**config.mk**
```make
export PLATFORM = sky130hd
export DESIGN_NAME = day_4_loader
export DESIGN_NICKNAME = d
export VERILOG_FILES = /design/src/rtl/day_4_pkg.sv /design/src/rtl/day_4_loader.sv
export SDC_FILE = /design/constraint.sdc
export NUM_CORES = 1
export LEC_CHECK = 0
export ABC_AREA = 0
export BUFFER_PORTS_ARGS = -buffer_cell sky130_fd_sc_hd__buf_4
export CAP_MARGIN = 20
export CORE_ASPECT_RATIO = 0.8
export CORE_MARGIN = 4
export CORE_UTILIZATION = 40
export CTS_CLUSTER_DIAMETER = 60
export DETAILED_ROUTE_END_ITERATION = 12
export GPL_TIMING_DRIVEN = 1
export PLACE_DENSITY_LB_ADDON = 0.3
export SETUP_SLACK_MARGIN = 0.5
export SKIP_CTS_REPAIR_TIMING = 1
export SLEW_MARGIN = 20
export SYNTH_ARGS = -nofsm -noshare
export SYNTH_HDL_FRONTEND = slang
export SYNTH_SLANG_ARGS = --single-unit
```
**constraint.sdc**
```tcl
create_clock -name clk -period 12.05 [get_ports clk]
set_clock_uncertainty 0.05 [all_clocks]
set_input_delay 1.205 -clock clk [delete_from_list [all_inputs] [get_ports clk]]
set_output_delay 1.205 -clock clk [all_outputs]
set_load 0.02 [all_outputs]
```
**src/rtl/day_4_pkg.sv**
```systemverilog
// Shared constants for the day-4 grid loader and solver.
// Grid size defaults, ASCII codes and the loader state type.
package day_4_pkg;

  localparam int D4_WIDTH  = 140;
  localparam int D4_HEIGHT = 140;

  localparam logic [7:0] CH_ROLL  = 8'h40;
  localparam logic [7:0] CH_EMPTY = 8'h2E;
  localparam logic [7:0] CH_LF    = 8'h0A;
  localparam logic [7:0] CH_CR    = 8'h0D;

  typedef enum logic [1:0] {
    S_IDLE,
    S_LOAD,
    S_DONE,
    S_ERR
  } state_t;

endpackage

```
**src/rtl/day_4_loader.sv**
```systemverilog
// Packs the '@'/'.' puzzle text stream into WIDTH-bit rows for the solver.
// Ports: clk/rst, start, in_* byte stream, row_* write port, cell_count, done, error.
module day_4_loader
  import day_4_pkg::*;
#(
  parameter int WIDTH  = D4_WIDTH,
  parameter int HEIGHT = D4_HEIGHT,
  parameter int CNT_W  = 15,
  parameter int ROW_AW = 8
) (
  input  logic              clk,
  input  logic              rst,
  input  logic              start,
  input  logic              in_valid,
  input  logic [7:0]        in_data,
  input  logic              in_last,
  output logic              in_ready,
  output logic              row_we,
  output logic [ROW_AW-1:0] row_addr,
  output logic [WIDTH-1:0]  row_data,
  output logic [CNT_W-1:0]  cell_count,
  output logic              done,
  output logic              error
);

  localparam int COL_W = $clog2(WIDTH + 1);
  localparam logic [COL_W-1:0] COL_FULL = COL_W'(WIDTH);
  localparam logic [COL_W-1:0] COL_PEN  = COL_W'(WIDTH - 1);
  localparam logic [ROW_AW-1:0] ROW_LAST = ROW_AW'(HEIGHT - 1);

  state_t              state, state_d;
  logic [COL_W-1:0]    col, col_d;
  logic [ROW_AW-1:0]   row, row_d;
  logic [WIDTH-1:0]    sr, sr_d, sr_shift;
  logic [CNT_W-1:0]    cnt_d;
  logic [ROW_AW-1:0]   addr_d;
  logic [WIDTH-1:0]    data_d;
  logic                we_d, done_d, err_d;
  logic                acc, is_roll, is_cell;
  logic                is_lf, is_cr;
  logic                full, last_row;
  logic                bad, complete;

  // A start pulse in LOAD wins over a byte in the same cycle,
  // so the byte is never half-accepted by a discarded load.
  assign in_ready = (state == S_LOAD) && !start;
  assign acc      = in_valid && in_ready;
  assign is_roll  = in_data == CH_ROLL;
  assign is_cell  = is_roll || (in_data == CH_EMPTY);
  assign is_lf    = in_data == CH_LF;
  assign is_cr    = in_data == CH_CR;
  assign full     = col == COL_FULL;
  assign last_row = row == ROW_LAST;
  assign sr_shift = {sr[WIDTH-2:0], is_roll};

  // in_last must land on the byte that completes the final row.
  // A blank line is only tolerated before the first row.
  always_comb begin
    bad      = 1'b0;
    complete = 1'b0;
    unique case (1'b1)
      is_cell: begin
        bad = full ||
          (in_last && !(col == COL_PEN && last_row));
        complete = in_last && !bad;
      end
      is_lf: begin
        complete = full;
        bad = (!full && !(col == '0 && row == '0)) ||
          (in_last && !(full && last_row));
      end
      is_cr: bad = in_last;
      default: bad = 1'b1;
    endcase
  end

  always_comb begin
    state_d = state;
    col_d   = col;
    row_d   = row;
    sr_d    = sr;
    cnt_d   = cell_count;
    we_d    = 1'b0;
    addr_d  = row_addr;
    data_d  = row_data;
    done_d  = done || (state == S_DONE && row_we);
    err_d   = error;
    if (start) begin
      state_d = S_LOAD;
      col_d   = '0;
      row_d   = '0;
      sr_d    = '0;
      cnt_d   = '0;
      done_d  = 1'b0;
      err_d   = 1'b0;
    end else if (acc) begin
      if (bad) begin
        state_d = S_ERR;
        err_d   = 1'b1;
      end else begin
        if (is_cell) begin
          sr_d  = sr_shift;
          col_d = col + 1'b1;
          if (is_roll) cnt_d = cell_count + 1'b1;
        end
        if (complete) begin
          we_d   = 1'b1;
          addr_d = row;
          data_d = is_cell ? sr_shift : sr;
          row_d  = row + 1'b1;
          col_d  = '0;
          if (last_row) state_d = S_DONE;
        end
      end
    end
  end

  always_ff @(posedge clk or posedge rst) begin
    if (rst) begin
      state      <= S_IDLE;
      col        <= '0;
      row        <= '0;
      sr         <= '0;
      cell_count <= '0;
      row_we     <= 1'b0;
      row_addr   <= '0;
      row_data   <= '0;
      done       <= 1'b0;
      error      <= 1'b0;
    end else begin
      state      <= state_d;
      col        <= col_d;
      row        <= row_d;
      sr         <= sr_d;
      cell_count <= cnt_d;
      row_we     <= we_d;
      row_addr   <= addr_d;
      row_data   <= data_d;
      done       <= done_d;
      error      <= err_d;
    end
  end

endmodule

```
## Word-level counts from Yosys, hierarchy flattened

Cells that the tools add are included.

- Register bits after elaboration: 324
- Output and inout bits: 167

- Add/sub/neg operators: 3
- Equal/unequal tests: 10
- Mux-type cells: 33
- Bitwise gates (word level): 2
- Reductions and logical operators: 37

Operators with widths:

| operator | number |
|---|---|
| $mux W140 | 4 |
| $mux W15 | 5 |
| $mux W8 | 9 |
| $eq A8 B8 Y1 const B | 3 |
| $add A8 B1 Y8 const B | 2 |
| $eq A8 B4 Y1 const B | 2 |
| $logic_not A8 Y1 | 2 |
| $add A15 B1 Y15 const B | 1 |
| $logic_and A1 B1 Y1 | 10 |
| $mux W2 | 5 |
| $reduce_bool A2 Y1 | 5 |
| $reduce_and A3 Y1 | 3 |
| $reduce_bool A3 Y1 | 3 |
| $eq A8 B6 Y1 const B | 1 |
| $eq A8 B7 Y1 const B | 1 |
| $mux W1 | 8 |
| $reduce_and A4 Y1 | 2 |
| $logic_not A1 Y1 | 6 |
| $logic_or A1 B1 Y1 | 4 |
| $reduce_and A2 Y1 | 2 |
| $pmux W1 S3 | 1 |
| $eq A2 B1 Y1 const B | 1 |
| $eq A2 B2 Y1 const B | 1 |
| $ne A2 B2 Y1 const B | 1 |
| 2 further kinds | 3 |

## Logic depth before layout (Yosys ltp)

Gate-level depths: netlist of the first run.

- Word-level depth: 12
- Depth in mapped cells: 11

## Least setup slack after synthesis of the first run

No wires, ideal clock.

- Path type: in2reg
- Start point: input port in_data[4]
- End point: register row[4]
- Setup time: 0.078 ns
- Arrival time: 3.883 ns
- Setup slack: 8.039 ns
- Cell stages on the path: 9
- Path buffers: 3
- Cell sequence: or4b_4 or3_1 buf_2 a2111o_1 a221o_1 buf_6 buf_6 or4_1 a21oi_1

- Longest elaborated chain between the ends: 5
- Elaborated cells on any way between the ends: 10
- Classes of those cells: eq/ne: 5; mux: 2; reduce/logical: 3

RTL lines:

| element | RTL line | RTL |
|---|---|---|
| start, declared | day_4_loader.sv:15 | `input logic [7:0] in_data,` |
| $eq A8 B7 Y1 / $eq A8 B6 Y1 (equally long branches) | day_4_loader.sv:48, day_4_loader.sv:49 |  |
| $logic_or A1 B1 Y1 | day_4_loader.sv:49 | `assign is_cell = is_roll \|\| (in_data == CH_EMPTY);` |
| $pmux W1 S3 / $pmux W1 S2 (equally long branches) | day_4_loader.sv:61 | `unique case (1'b1)` |
| $ne A2 B2 Y1 (no source line) / $reduce_bool A2 Y1 (equally long branches) | -- |  |
| $reduce_and A3 Y1 (no source line) (*) | -- |  |
| end signal, assigned | day_4_loader.sv:133 | `row <= row_d;` |
| end, declared | day_4_loader.sv:33 | `logic [ROW_AW-1:0] row, row_d;` |

Every way passes the cells marked *; elsewhere a longest branch is shown, timed or not.
A chain may end at the register's enable or synchronous reset.

## Worst setup path in the final report of the first run

- Start point: input port in_data[4]
- End point: register sr[129]

- Longest elaborated chain between the ends: 6
- Elaborated cells on any way between the ends: 12
- Classes of those cells: eq/ne: 5; mux: 5; reduce/logical: 2

RTL lines:

| element | RTL line | RTL |
|---|---|---|
| $eq A8 B7 Y1 / $eq A8 B6 Y1 (equally long branches) | day_4_loader.sv:48, day_4_loader.sv:49 |  |
| $logic_or A1 B1 Y1 | day_4_loader.sv:49 |  |
| $mux W140 (4 in series) | -- |  |
| end signal, assigned | day_4_loader.sv:134 | `sr <= sr_d;` |
| end, declared | day_4_loader.sv:34 | `logic [WIDTH-1:0] sr, sr_d, sr_shift;` |

Parallel ways exist; a longest one is shown, timed or not. The select of a mux whose other input is x is not followed.

==> impl_results.md, run 1 <==
* Gpl congestion at 0.819
* Drt pass-1 iters at 5
* DRT iter0 DRCs at 763
* Core area at 34,900 sq um
* Leak Pwr at 7.32 nW
* Fillers at 3,238
* Die Span Y at 177 um
* GRT Total Usage at 17.4%
* DR vias/cell at 5.16
* Fmax at 238 MHz
* Worst-Margin Slew at 1.04 ns
* Syn Nets at 1,509
* Routed wire length at 33.4 mm
* Footprint of the multi-input gates at 5670 sq um
* Post-synth cell types at 53
* Finish-stage setup viols at 0
* Die Wd at 219 um
* RSZ-0062 raised after global routing: no
* Number of port buffers at 179
* Fin. Hold Viols at 0
* Max Slew Vio Count at 0
* Sequential area share after synthesis at 57.1%
* H-tree levels at 2
* Clock Tree Buf Depth at 3
* Worst-skew pair later-pin latency at 0.51 ns
* Maximum vdd ir drop at 88.0 uV
* Clk sink count at 324
* Max Cap Viol at 0
* FF/Latch Area at 8110 sq um
* Max stage delay on crit path at 0.84 ns
* Ys flop type: dfrtp_1
* Crit path required time at 12.34 ns
* Number of synthesis warnings at 0
* Num ports at 180
* Dpl hpwl at 20.4 mm
* Syn Area/Cell at 9.53 sq um
* Final std cells w/o fill at 2,119
* Asr flop ratio synth at 100%
* Fraction of final layout cells with drive strength greater than 1 at 16.3%
* Worst path bufs/invs at 2
* Crit-path cells: buf_4, or4b_4, or3_1, a2111oi_0, and2_4, buf_6, o21ai_0
* Grt ovf at 0
* Slowest CP cell: a2111oi_0
* CTS root buffer: clkbuf_16
* Setup TNS at 0 ns
* Area growth syn-to-layout at 20.4%
* Initial core utilization at 40.7%
* CP Capture Type: flop
* Worst Setup Start Kind: input port
* Tmin final at 4.20 ns
* Crit-path leading delay family: simple AND/OR/NAND/NOR gates
* Vias in the first global route at 10,900
* Routed Antenna Nets at 0
* Cells after Synth at 1,491
* Crit path DAT at 4.49 ns
* Max-Slew Margin vs Limit at 30.6%
* Cell Rows at 61
* CP Class: input port to flop
* Clk pin slew, worst setup/hold paths at 0.06 ns
* Hold Path Class: flop to flop
* # placed instances at 2,054
* Run status: completed
* Die Area at 38,600 sq um
* Vias at 10,900
* CTS tree: done
* CP Max Fanout at 140
* CTS Buf Count at 35
* #FFs+latches synth at 324
* Total power at 0.00221 W
* Pwr dens at 129 nW/um^2
* Largest net degree at the start of global routing at 141
* DRC Markers at 0
* Post-synth EDFFs at 0
* Final net count at 1,638
* Drt wl/cell at 15.8 um
* First-pass GRT wire length at 56.6 mm
* Placed instance area at 15,900 sq um
* Initial antenna violation count at 1
* Post-Synthesis Cell Area at 14,200 sq um
* Post-route cell area at 17,100 sq um
* Post-route clock period utilization at 34.9%
[cell type report]
| type | instances | share of cell area [%] |
|---|---|---|
| Antenna cell | 1 | 0.0146 |
| Clock buffer | 50 | 6.16 |
| Clock inverter | 13 | 0.666 |
| Inverter | 19 | 0.475 |
| Multi-Input combinational cell | 1046 | 33.2 |
| Sequential cell | 324 | 47.4 |
| Tap cell | 472 | 3.45 |
| Timing Repair Buffer | 194 | 8.67 |
[layout by cell type, fill, tap and decap left out, types with 8 or more instances in the layout]
cell	instances
clkbuf_16	36
o211ai_1	8
or3_1	13
a21oi_1	12
nor2_1	12
dfrtp_1	324
nand2_1	463
nand3_1	15
inv_1	16
clkbuf_8	10
mux2i_1	140
o21ai_0	295
buf_4	191
[cells by family after synthesis]
kind of cell / synth area share [%]
buffers and inverters: 3.34
AO/OA/AOI/OAI: 13.4
multiplexers: 9.94
XOR/XNOR: 0.247
AND/OR/NAND/NOR: 15.5
adder cells (fa/ha/maj): 0.440
flip-flops: 57.1
[metal layers]
layer	global-route usage, %	wire length (um)	vias up	share of wire, %
li1	-	-	5322	-
met4	4.05	628	0	1.9
met5	0	0	-	0
met1	25.2	16000	5365	48
met2	27.5	15200	207	45
met3	3.22	1620	46	4.9
[worst register-to-register path, delay by kind of cell (launching register included)]
family | cells | cell delay (ns)
compound gates | 3 | 1.52
buf+inv | 1 | 0.59
flops | 1 | 0.43
simple gates | 2 | 0.95
[cells in the mapped netlist, types with 7 or more instances]
cell type	instances	area share [%]
o31ai_1	7	0.37
a21oi_1	13	0.46
mux2i_1	140	9.9
nand3_1	15	0.53
o21ai_0	295	10
dfrtp_1	324	57
nor3_1	7	0.25
nor2_1	12	0.32
o211ai_1	8	0.42
clkbuf_1	95	2.5
inv_1	17	0.45
nand2_1	463	12
or3_1	13	0.57
[sequential cells by signal (all words and copies together), names as in the netlist]
register	flops
done	1
error	1
state	2
sr	140
row_data	140
row_addr	8
row_we	1
col	8
row	8
cell_count	15
[worst paths after layout]
kind / cells past startpoint / startpoint / slack, ns / endpoint
min in group asynchronous: 2 / rst / 0.77 / sr[119]
hold reg to reg: 2 / row_data[33] / 0.43 / row_data[33]
setup reg to reg: 6 / row[2] / 8.37 / sr[129]
setup / recovery: 7 / in_data[4] / 7.85 / sr[129]
max in group asynchronous: 5 / rst / 9.26 / row_data[53]
hold / removal: 2 / row_data[33] / 0.43 / row_data[33]
[power by group]
group	leakage (nW)	switching [W]	internal [W]	total, W
clock	0.578	0.000434	0.000634	0.00107
sequential	4.52	0.000000536	0.00109	0.00109
combinational	2.22	0.0000391	0.00000913	0.0000482
[stage by stage]
| step | utilization [%] | worst slack (ns) | hold WS, ns |
|---|---|---|---|
| after floorplan | - | 1.83 | 0.421 |
| after global placement | 45.6 | 7.22 | 0.411 |
| after detailed placement | 45.6 | 7.34 | 0.417 |
| after CTS | 49.0 | 7.88 | 0.435 |
| after global routing | 49.0 | 7.66 | 0.453 |
| final | 49.0 | 7.85 | 0.427 |
Note: power is estimated with default switching activity, not from simulation.
==> run 2, diff against run 1 <==
clock period = 4.24 ns   (was 12.05 ns; I/O delays follow)
==> run 2 against run 1 <==
Final area is 0.44% higher. Global-route usage hardly changed. Hold slack got worse by 0.17 ns. Die area unchanged. Clock power rose to 2.8 times the previous value. First-iteration DRC count rose by 12%. Highest routed layer unchanged. Setup slack got worse by 6.9 ns. Utilization up 0.22 points. Sequential cell count stayed put. Critical path type is now flop to flop. Non-clock buffer count is 4 higher. Power grew to 2.8 times the previous value. Critical path depth decreased by 1.
==> impl_results.md, run 2 (synthesis gave the netlist of run 1 again) <==
* Leak Pwr at 7.33 nW
* Crit path required time at 4.62 ns
* Routed Antenna Nets at 0
* DR vias/cell at 5.18
* Post-route clock period utilization at 77.1%
* Vias in the first global route at 10,500
* Final std cells w/o fill at 2,119
* CP Capture Type: flop
* FF/Latch Area at 8110 sq um
* Crit path DAT at 3.65 ns
* Biggest regs: row_data: 140 flops, sr: 140 flops, cell_count: 15 flops
* Run status: completed
* Die Wd at 219 um
* Max Cap Viol at 0
* Reg2reg setup slack at 0.97 ns
* Finish-stage setup viols at 0
* Initial core utilization at 40.7%
* First-pass GRT wire length at 56.2 mm
* Commonest non-fill, non-tap cell in the layout: nand2_1
* CTS Buf Count at 37
* Initial antenna violation count at 1
* # placed instances at 2,058
* CTS root buffer: clkbuf_16
* Area growth syn-to-layout at 21.0%
* Drt pass-1 iters at 5
* Clk sink count at 324
* Total power at 0.00622 W
* Pwr dens at 362 nW/um^2
* Routed wire length at 33.6 mm
* Vias at 11,000
* Drt wl/cell at 15.9 um
* Tmin final at 3.27 ns
* CP Max Fanout at 63
* Clk pin slew, worst setup/hold paths at 0.06 ns
* Clock Tree Buf Depth at 3
* Fillers at 3,234
* Final net count at 1,644
* Worst Setup Start Kind: flop
* GRT Total Usage at 17.4%
* Number of port buffers at 179
* Max Slew Vio Count at 0
* Fin. Hold Viols at 0
* Max-Slew Margin vs Limit at 49.7%
* Gpl congestion at 0.814
* Core area at 34,900 sq um
* Fmax at 306 MHz
* DRC Markers at 0
* Maximum vdd ir drop at 215 uV
* Footprint of the multi-input gates at 5670 sq um
* CP Class: flop to flop
* Die Span Y at 177 um
* Worst-Margin Slew at 0.736 ns
* Dpl hpwl at 20.5 mm
* Fraction of final layout cells with drive strength greater than 1 at 16.1%
* WHS at 0.253 ns
* DRT iter0 DRCs at 857
* Most frequent cells in the layout: 463 x nand2_1, 324 x dfrtp_1, 295 x o21ai_0
* Worst-skew pair later-pin latency at 0.51 ns
* Largest net degree at the start of global routing at 120
* Hold Path Class: input port to flop
* CTS tree: done
* RSZ-0062 raised after global routing: no
* Grt ovf at 0
* Die Area at 38,600 sq um
* Num ports at 180
* H-tree levels at 2
* Cell Rows at 61
## run 2: where the power goes
group / internal (W) / leakage [nW] / switching [W] / total (W)
logic: 0.0000288 / 2.26 / 0.000113 / 0.000142
registers: 0.00309 / 4.52 / 0.00000145 / 0.00310
clock network: 0.00175 / 0.548 / 0.00123 / 0.00298
total: 0.00487 / 7.33 / 0.00135 / 0.00622
## run 2: critical path, cell delays in order, from the launching register on
cell	delay, ns
dfrtp_1	0.44
nor4_1	0.66
nand4_1	0.29
a2111o_1	0.39
a221o_4	0.67
or4_1	0.54
a21oi_1	0.15
## run 2: path summary, 6_finish.rpt
check / endpoint / cells past startpoint / start
setup / recovery: row[4] / 6 / row[2]
hold / removal: done / 2 / start
setup reg to reg: row[4] / 6 / row[2]
hold reg to reg: row_data[50] / 2 / row_data[50]
max in group asynchronous: row_data[98] / 4 / rst
min in group asynchronous: cell_count[4] / 3 / rst
## run 2: per-stage QoR
stage | util [%] | instance area [sq um] | worst slack, ns | TNS [ns]
finish | 49.3 | 17200 | 0.972 | 0
global route | 49.3 | 17200 | 0.673 | 0
CTS | 49.2 | 17200 | 1.00 | 0
detailed placement | 46.0 | 16100 | 0.605 | 0
global placement | 46.0 | 16100 | 0.640 | 0
floorplan | - | 14200 | -0.557 | -180.39
## run 2: metal layers
metal,global-route usage (%),share of wire [%],vias to the layer above
met5,0,0,-
met4,4.24,1.4,0
met3,2.96,4.7,33
met2,26.6,45,226
met1,26.1,49,5378
li1,-,-,5334
## run 2: area by class of cell
class / instances / area share, %
inverters: 19 / 0.451
flip-flops and latches: 324 / 47.2
well taps: 472 / 3.44
clock inverters: 11 / 0.575
multi-input cells: 1046 / 33.0
clock buffers: 48 / 5.92
repair buffers: 198 / 9.39
diodes: 1 / 0.0146
